`src/rtl/softmax_unit.sv`:
```
// Base-2, max-subtracted integer softmax over one FIFO word of neighbour scores.
// Optional SOFTMAX_ROUND_EN: round alpha to nearest at the cost of one extra divide cycle.
module softmax_unit #(
  parameter int DATA_WIDTH     = 8,
  parameter int NUM_OF_NODES   = 168,
  parameter int NUM_NODE_WIDTH = $clog2(NUM_OF_NODES),
  parameter int SOFTMAX_WIDTH  = NUM_OF_NODES*DATA_WIDTH+NUM_NODE_WIDTH,
  parameter int EXP_W          = 16,
  parameter int FRAC_W         = 8,
  parameter int ALPHA_W        = FRAC_W+1
) (
  input  logic                      clk,
  input  logic                      rst_n,
  input  logic [SOFTMAX_WIDTH-1:0]  coef_data_i,
  input  logic                      coef_empty_i,
  output logic                      coef_rd_valid_o,
  output logic [ALPHA_W-1:0]        alpha_o,
  output logic [NUM_NODE_WIDTH-1:0] alpha_idx_o,
  output logic                      alpha_valid_o,
  output logic                      alpha_last_o,
  input  logic                      alpha_ready_i,
  output logic                      busy_o
);

  localparam int S_W    = EXP_W + NUM_NODE_WIDTH;
  localparam int R_W    = S_W + 1;
  localparam int STEP_W = $clog2(ALPHA_W + 2);
  localparam logic [EXP_W-1:0] E_ONE = {1'b1, {(EXP_W-1){1'b0}}};

  typedef enum logic [2:0] {IDLE, MAX, EXP, DIV, OUT} state_t;

  state_t                    state_q, state_d;
  logic [SOFTMAX_WIDTH-1:0]  word_q, word_d;
  logic [NUM_NODE_WIDTH-1:0] n_q, n_d, i_q, i_d;
  logic signed [DATA_WIDTH-1:0] m_q, m_d;
  logic [S_W-1:0]            s_q, s_d, r_q, r_d;
  logic [ALPHA_W-1:0]        q_q, q_d;
  logic [STEP_W-1:0]         step_q, step_d;

  logic [EXP_W-1:0]          e_mem [NUM_OF_NODES];
  logic [EXP_W-1:0]          e_rd_q;
  logic                      e_we;

  logic [NUM_NODE_WIDTH-1:0] n_raw, n_clamp;
  logic signed [DATA_WIDTH-1:0] x_cur;
  logic [DATA_WIDTH:0]       diff;
  logic [EXP_W-1:0]          e_new;
  logic [R_W-1:0]            r_cur;
  logic                      ge, is_last, pop;
  logic [ALPHA_W-1:0]        q_shift;
`ifdef SOFTMAX_ROUND_EN
  logic                      round_up;
  assign round_up = {r_q, 1'b0} >= {1'b0, s_q};
`endif

  assign n_raw   = coef_data_i[SOFTMAX_WIDTH-1 -: NUM_NODE_WIDTH];
  assign n_clamp = (n_raw > NUM_NODE_WIDTH'(NUM_OF_NODES)) ? NUM_NODE_WIDTH'(NUM_OF_NODES) : n_raw;
  assign x_cur   = word_q[i_q*DATA_WIDTH +: DATA_WIDTH];
  // m >= x_i always, so the one-bit-wider difference is a plain magnitude
  assign diff    = {m_q[DATA_WIDTH-1], m_q} - {x_cur[DATA_WIDTH-1], x_cur};
  assign e_new   = (diff >= (DATA_WIDTH+1)'(EXP_W)) ? '0 : (E_ONE >> diff);
  assign is_last = (i_q == n_q - 1'b1);
  assign r_cur   = (step_q == '0) ? R_W'(e_rd_q) : {r_q, 1'b0};
  assign ge      = (r_cur >= {1'b0, s_q});
  assign q_shift = (step_q == '0) ? {{(ALPHA_W-1){1'b0}}, ge} : {q_q[ALPHA_W-2:0], ge};

  always_comb begin
    state_d = state_q;
    word_d  = word_q;
    n_d     = n_q;
    i_d     = i_q;
    m_d     = m_q;
    s_d     = s_q;
    r_d     = r_q;
    q_d     = q_q;
    step_d  = step_q;
    e_we    = 1'b0;
    pop     = 1'b0;
    case (state_q)
      IDLE: begin
        if (rst_n && !coef_empty_i) begin
          pop     = 1'b1;
          word_d  = coef_data_i;
          n_d     = n_clamp;
          i_d     = '0;
          s_d     = '0;
          state_d = (n_clamp == '0) ? IDLE : MAX;
        end
      end
      MAX: begin
        if (i_q == '0 || x_cur > m_q) m_d = x_cur;
        if (is_last) begin
          i_d     = '0;
          state_d = EXP;
        end else begin
          i_d = i_q + 1'b1;
        end
      end
      EXP: begin
        e_we = 1'b1;
        s_d  = s_q + S_W'(e_new);
        if (is_last) begin
          i_d     = '0;
          step_d  = '0;
          state_d = DIV;
        end else begin
          i_d = i_q + 1'b1;
        end
      end
      DIV: begin
        step_d = step_q + 1'b1;
`ifdef SOFTMAX_ROUND_EN
        if (step_q == STEP_W'(ALPHA_W)) begin
          q_d     = q_q + ALPHA_W'(round_up);
          state_d = OUT;
        end else begin
          r_d = S_W'(ge ? r_cur - {1'b0, s_q} : r_cur);
          q_d = q_shift;
        end
`else
        r_d = S_W'(ge ? r_cur - {1'b0, s_q} : r_cur);
        q_d = q_shift;
        if (step_q == STEP_W'(ALPHA_W-1)) state_d = OUT;
`endif
      end
      OUT: begin
        if (alpha_ready_i) begin
          if (is_last) begin
            state_d = IDLE;
          end else begin
            i_d     = i_q + 1'b1;
            step_d  = '0;
            state_d = DIV;
          end
        end
      end
      default: state_d = IDLE;
    endcase
  end

  always_ff @(posedge clk) begin
    if (!rst_n) begin
      state_q <= IDLE;
      n_q     <= '0;
      i_q     <= '0;
      q_q     <= '0;
      step_q  <= '0;
    end else begin
      state_q <= state_d;
      n_q     <= n_d;
      i_q     <= i_d;
      q_q     <= q_d;
      step_q  <= step_d;
    end
    word_q <= word_d;
    m_q    <= m_d;
    s_q    <= s_d;
    r_q    <= r_d;
  end

  // Read address is the next index so e_i is ready on the first divide cycle;
  // the bypass covers n == 1, where the only write and that read coincide.
  always_ff @(posedge clk) begin
    if (e_we) e_mem[i_q] <= e_new;
    e_rd_q <= (e_we && i_q == i_d) ? e_new : e_mem[i_d];
  end

  assign coef_rd_valid_o = pop;
  assign alpha_o         = q_q;
  assign alpha_idx_o     = i_q;
  assign alpha_valid_o   = (state_q == OUT);
  assign alpha_last_o    = (state_q == OUT) && is_last;
  assign busy_o          = (state_q != IDLE);

endmodule
```
`config.mk`:
```
export PLATFORM = sky130hd
export DESIGN_NAME = softmax_unit
export DESIGN_NICKNAME = d
export VERILOG_FILES = /design/src/rtl/softmax_unit.sv
export SDC_FILE = /design/constraint.sdc
export NUM_CORES = 2
export LEC_CHECK = 0
export BUFFER_PORTS_ARGS = -buffer_cell sky130_fd_sc_hd__buf_2
export CAP_MARGIN = 30
export CELL_PAD_IN_SITES_DETAIL_PLACEMENT = 0
export CELL_PAD_IN_SITES_GLOBAL_PLACEMENT = 2
export CORE_MARGIN = 2
export CORE_UTILIZATION = 50
export DETAILED_ROUTE_END_ITERATION = 6
export PLACE_DENSITY_LB_ADDON = 0.1
export SETUP_SLACK_MARGIN = 0.3
export SLEW_MARGIN = 20
export SYNTH_ARGS = -nofsm -noshare
export SYNTH_HDL_FRONTEND = slang
export SYNTH_SLANG_ARGS = --single-unit
```
`constraint.sdc`:
```
create_clock -name clk -period 49.4 [get_ports clk]
set_input_delay 4.94 -clock clk [delete_from_list [all_inputs] [get_ports clk]]
set_output_delay 4.94 -clock clk [all_outputs]
set_load 0.03 [all_outputs]
```
# [Yosys cells after proc, flatten, opt, wreduce, memory -nomap -nowiden]
# Memories as Yosys holds them, arrays and structs flattened. A register that Yosys moved wholly into a read port is not among the register bits.
# Index checks and enable logic that the tools add are counted.
[totals] regBits=1440 ramBits=2688 in_bits=1356 out_inout_bits=21 word_cells=80 memories=1
[memory_table] memory="e_mem" depth=168 word_bits=16 read_ports=1 rd_ports_with_merged_regs=1 write_ports=1 line_no="40" rtl="logic [EXP_W-1:0] e_mem [NUM_OF_NODES];"
[op_classes] addsub=6 order_cmp=4 n_eq_ne=12 shifts=2 mux=29 n_reduce_logical=17
[op_table] op="indexed part select 1352 x 12 -> 8 bit" n=1
[op_table] op="2-to-1 mux 24 bit" n=2
[op_table] op="case mux 24 bit (2 select lines)" n=1
[op_table] op="2-to-1 mux 8 bit" n=5
[op_table] op=">= comparator 25 x 24 -> 1 bit" n=1
[op_table] op="2-to-1 mux 25 bit" n=1
[op_table] op="adder 24 x 16 -> 24 bit" n=1
[op_table] op="case mux 8 bit (3 select lines)" n=1
[op_table] op="subtractor 24 bit" n=1
[op_table] op="zero test 8 bit" n=2
[op_table] op="2-to-1 mux 16 bit" n=1
[op_table] op="right shift 16 x 9 -> 16 bit, first input constant" n=1
[op_table] op="2-to-1 mux 3 bit" n=5
[op_table] op="case mux 3 bit (5 select lines)" n=1
[op_table] op="2-to-1 mux 4 bit" n=3
[op_table] op="case mux 4 bit (3 select lines)" n=1
[op_table] op="inequality test 2 bit, second input constant" n=5
[op_table] op=">= comparator 9 x 5 -> 1 bit, second input constant" n=1
[op_table] op="2-to-1 mux 9 bit" n=1
[op_table] op="subtractor 8 x 8 -> 9 bit" n=1
[op_table] op="adder 8 x 1 -> 8 bit, second input constant" n=1
[op_table] op="== test 8 bit" n=1
[op_table] op="greater-than comparator 8 bit" n=1
[op_table] op="greater-than comparator 8 bit, second input constant" n=1
[op_table] op="other kinds (20)" n=30

# [Depth between registers and ports, before layout]
[depth] ltp_word=6 mapped_depth=35

# [Least setup slack after synthesis]
# OpenSTA, ideal clock, no wires.
[synth_path] path_type="input port to output port" from="in rst_n" to="out coef_rd_valid_o" arrival_time_ns=31.687 t_required_ns=44.460 slack_ns=12.773 cell_stages=5 path_buffers=2 cell_sequence="clkbuf_1 -> nor2b_1 -> nand2_1 -> clkbuf_1 -> inv_1"
[synth_via] elab_chain_cells=3
[synth_rtl] element="start: declaration" line_no="13" rtl="input logic rst_n,"
[synth_rtl] element="logical AND 1 bit" line_no="81" rtl="if (rst_n && !coef_empty_i) begin"
[synth_rtl] element="2-to-1 mux 1 bit" line_no="81"
[synth_rtl] element="2-to-1 mux 1 bit" line_no="79" rtl="case (state_q)"
[synth_rtl] element="end: declaration" line_no="16" rtl="output logic coef_rd_valid_o,"
# Every way passes these cells.

# [Worst setup path after layout]
# Same ends and word-level chain as after synthesis.

==> flow_summary.toml <==
[setup_path]
path_class = "in -> out"
cp.arrival_ps = 7110
crit_required_ps = 44460
end_kind = "output port"
cp-start-kind = "input port"
timing.rr.start = "alpha_idx_o[0]"
reg2regPathDepth = 29
rrSetupSlack_ps = 37820
worstPathMaxFanout = 49
rr_endpoint = "s_q[18]"

[logic_synthesis]
syn_inst = 7317
synth_top_area_cell = "edfxtp_1"
postSynthAreaPerCell_um2 = 22.1
synth_area_mm2 = 0.162
synth_seq_area_share_pct = 76.5
async_flop_share_pct = 0
synth-edff-count = 4096
synth-seq-cells = 4136
syn_nets = 8732
synth_top_area_share_pct = 76.0
ys.flop_type = "edfxtp_1"
yosysUniqueCellTypes = 78
ys_top_cells_by_area = "edfxtp_1, mux4_2, mux2i_1"
yosys_warnings = 0

[clock_network]
ctsRootBufferMaster = "clkbuf_16"
clk_latency_ps = 980
cts_tree = "built"
clk_pin_slew_worst_paths_ps = 60
ctsHoldBuffers = 0
cts-resized-gates = 0
cts.sinks = 4136
cts_buffers = 423
clockBufferDepth = 4
post_cts_buffers = 0
htreeDepth = 5

[layout]
final_common_cell = "edfxtp_1"
nNetsFinal = 10500
stdcell_count = 13900
stdcell_area_mm2 = 0.189
layout-drive-gt1-share_pct = 38.2
final_cell_mix = "edfxtp_1, buf_2, mux4_2"
syn_to_final_growth_pct = 17.0

[place]
dp_cells = 13000
post-place-ws_ps = 36690
port_buffers = 1376
dp_hpwl_um = 354000
place_area_mm2 = 0.175
globalplace.congestion = 0.934

[sta]
rsz0062_at_grt = "no"
finalCriticalPeriod_ps = 12050
worst_slew_pin_slew_ps = 1080
slew_headroom_pct = 28.0
fmax_mhz = 83.0
fin_ws_ps = 37350
skew_ps = 42.2
finalMaxSlewViolations = 0
setup_viol = 0
layout_worst_path_cycle_share_pct = 24.4
setup_tns_ps = 0
final_hold_viol_count = 0
hold_ws_ps = 483

[floorplan]
fp.dieH_um = 573
start_util_pct = 50.3
core_region_area_mm2 = 0.322
die-area_mm2 = 0.328
die_w_um = 573
io_pins = 1377
num_rows = 208

[worst_hold_path]
worstHoldEndpoint = "n_q[7]"
holdCritPathClass = "reg -> reg"
worstHoldStart = "n_q[7]"
min_path_cells = 2

[grt]
antenna_found_initial = 185
grt_pass1_vias = 85400
grt_pass1_wl_um = 705000
gr-total-overflow = 0
grt_start_max_net_pins = 187
grt_util_all_layers_pct = 31.2

[drt]
drc_errors = 0
via_per_inst = 6.27
vias = 86900
wl_per_cell_um = 37.3
drtIter0Drc = 11900
dr.pass1.iters = 6
wl_um = 517000
postRouteAntennaNets = 0

[run]
max-cap-violations = 0

[run_status]
status = "complete, no violations"

[pwr]
power_density_mw_per_mm2 = 47.7
irDropWorstVdd_mv = 0.0349
power.leakage_nw = 57.6
## cell usage after synthesis, types with 7 or more instances
library cell and n:
o21ai_0 90, a211oi_1 27, nand4_1 17, mux2_2 23
a21boi_0 7, inv_1 73, o22ai_1 49, clkbuf_1 139
edfxtp_1 4096, and2_1 20, nor2_1 308, nor4_1 13
a32o_1 7, nor3_1 32, a22oi_1 21, buf_8 10
and3_1 22, buf_2 117, nand3_1 60, mux4_2 1130
o211ai_1 11, nand2_1 219, buf_12 7, a21o_1 15
mux2i_1 179, dfxtp_1 40, a311oi_1 10, xor2_1 17
xnor2_1 29, a21oi_1 95, buf_6 38, buf_1 38
o2111ai_1 7, o221ai_1 22, a2111oi_0 7, nand2b_1 23
ha_1 56, or3_1 8, buf_4 39, a31oi_1 29
nor2b_1 47, or2_2 13
## layer usage
metal,GRT usage [%],part of all wire (%),vias to the layer above
met2,47.5,47,5010
li1,-,-,34600
met5,0,0.081,-
met4,10.6,3.4,70
met1,44.3,39,46500
met3,8.10,10,781
## area by class of cell
cell class,count,area [µm²]
fill,23800,132000
sequential,4136,124000
multi-input combinational,2719,35800
clock buffer,521,11200
timing repair buffer,1761,10200
tap,4305,5390
clock inverter,252,2450
inverter,74,294
antenna,90,225
## state kept, by name, summed over array words and instances (netlist names), named ones only
register     flops
alpha_o          9
n_q              8
s_q             24
m_q              8
e_mem         2688
r_q             24
word_q        1352
step_q           4
state_q          3
alpha_idx_o      8
## critical path: stages
cell and delay [ps]:
buf_2 80, buf_4 380, nor2b_1 260, nand2_1 470
inv_8 590, buf_2 310
## how the worst max path moves through the flow
| stage | cells past startpoint | end | startpoint |
|---|---|---|---|
| 6_report | 6 | coef_rd_valid_o | rst_n |
| 2_1_floorplan | 5 | coef_rd_valid_o | rst_n |
| 3_5_place_dp | 11 | word_q[526] | rst_n |
| 4_1_cts | 6 | coef_rd_valid_o | rst_n |
| 5_1_grt | 29 | s_q[20] | alpha_idx_o[0] |
| 3_3_place_gp | 11 | word_q[1157] | rst_n |
## cell families after synthesis
| logic type | after synthesis | share of synthesized area (%) |
|---|---|---|
| XOR/XNOR | 46 | 0.249 |
| buffers and inverters | 462 | 1.57 |
| flip-flops | 4136 | 76.5 |
| AO/OA/AOI/OAI | 473 | 1.95 |
| AND/OR/NAND/NOR | 805 | 2.25 |
| adder cells (fa/ha/maj) | 59 | 0.470 |
| multiplexers | 1336 | 17.0 |
## metrics by stage
step | power (W) | util [%]
2_1_floorplan | 0.00560 | -
3_3_place_gp | 0.00592 | 54.4
3_5_place_dp | 0.00594 | 54.5
4_1_cts | 0.00909 | 58.7
5_1_grt | 0.00933 | 58.9
6_report | 0.00904 | 58.9
## power by group
part | internal [W] | switching (W) | total, W | leakage, nW
combinational | 0.000699 | 0.000993 | 0.00169 | 17.2
sequential | 0.00408 | 0.0000974 | 0.00418 | 33.8
clock | 0.00181 | 0.00136 | 0.00317 | 6.66
total | 0.00659 | 0.00245 | 0.00904 | 57.6
Power figures use the tool's default switching activity.
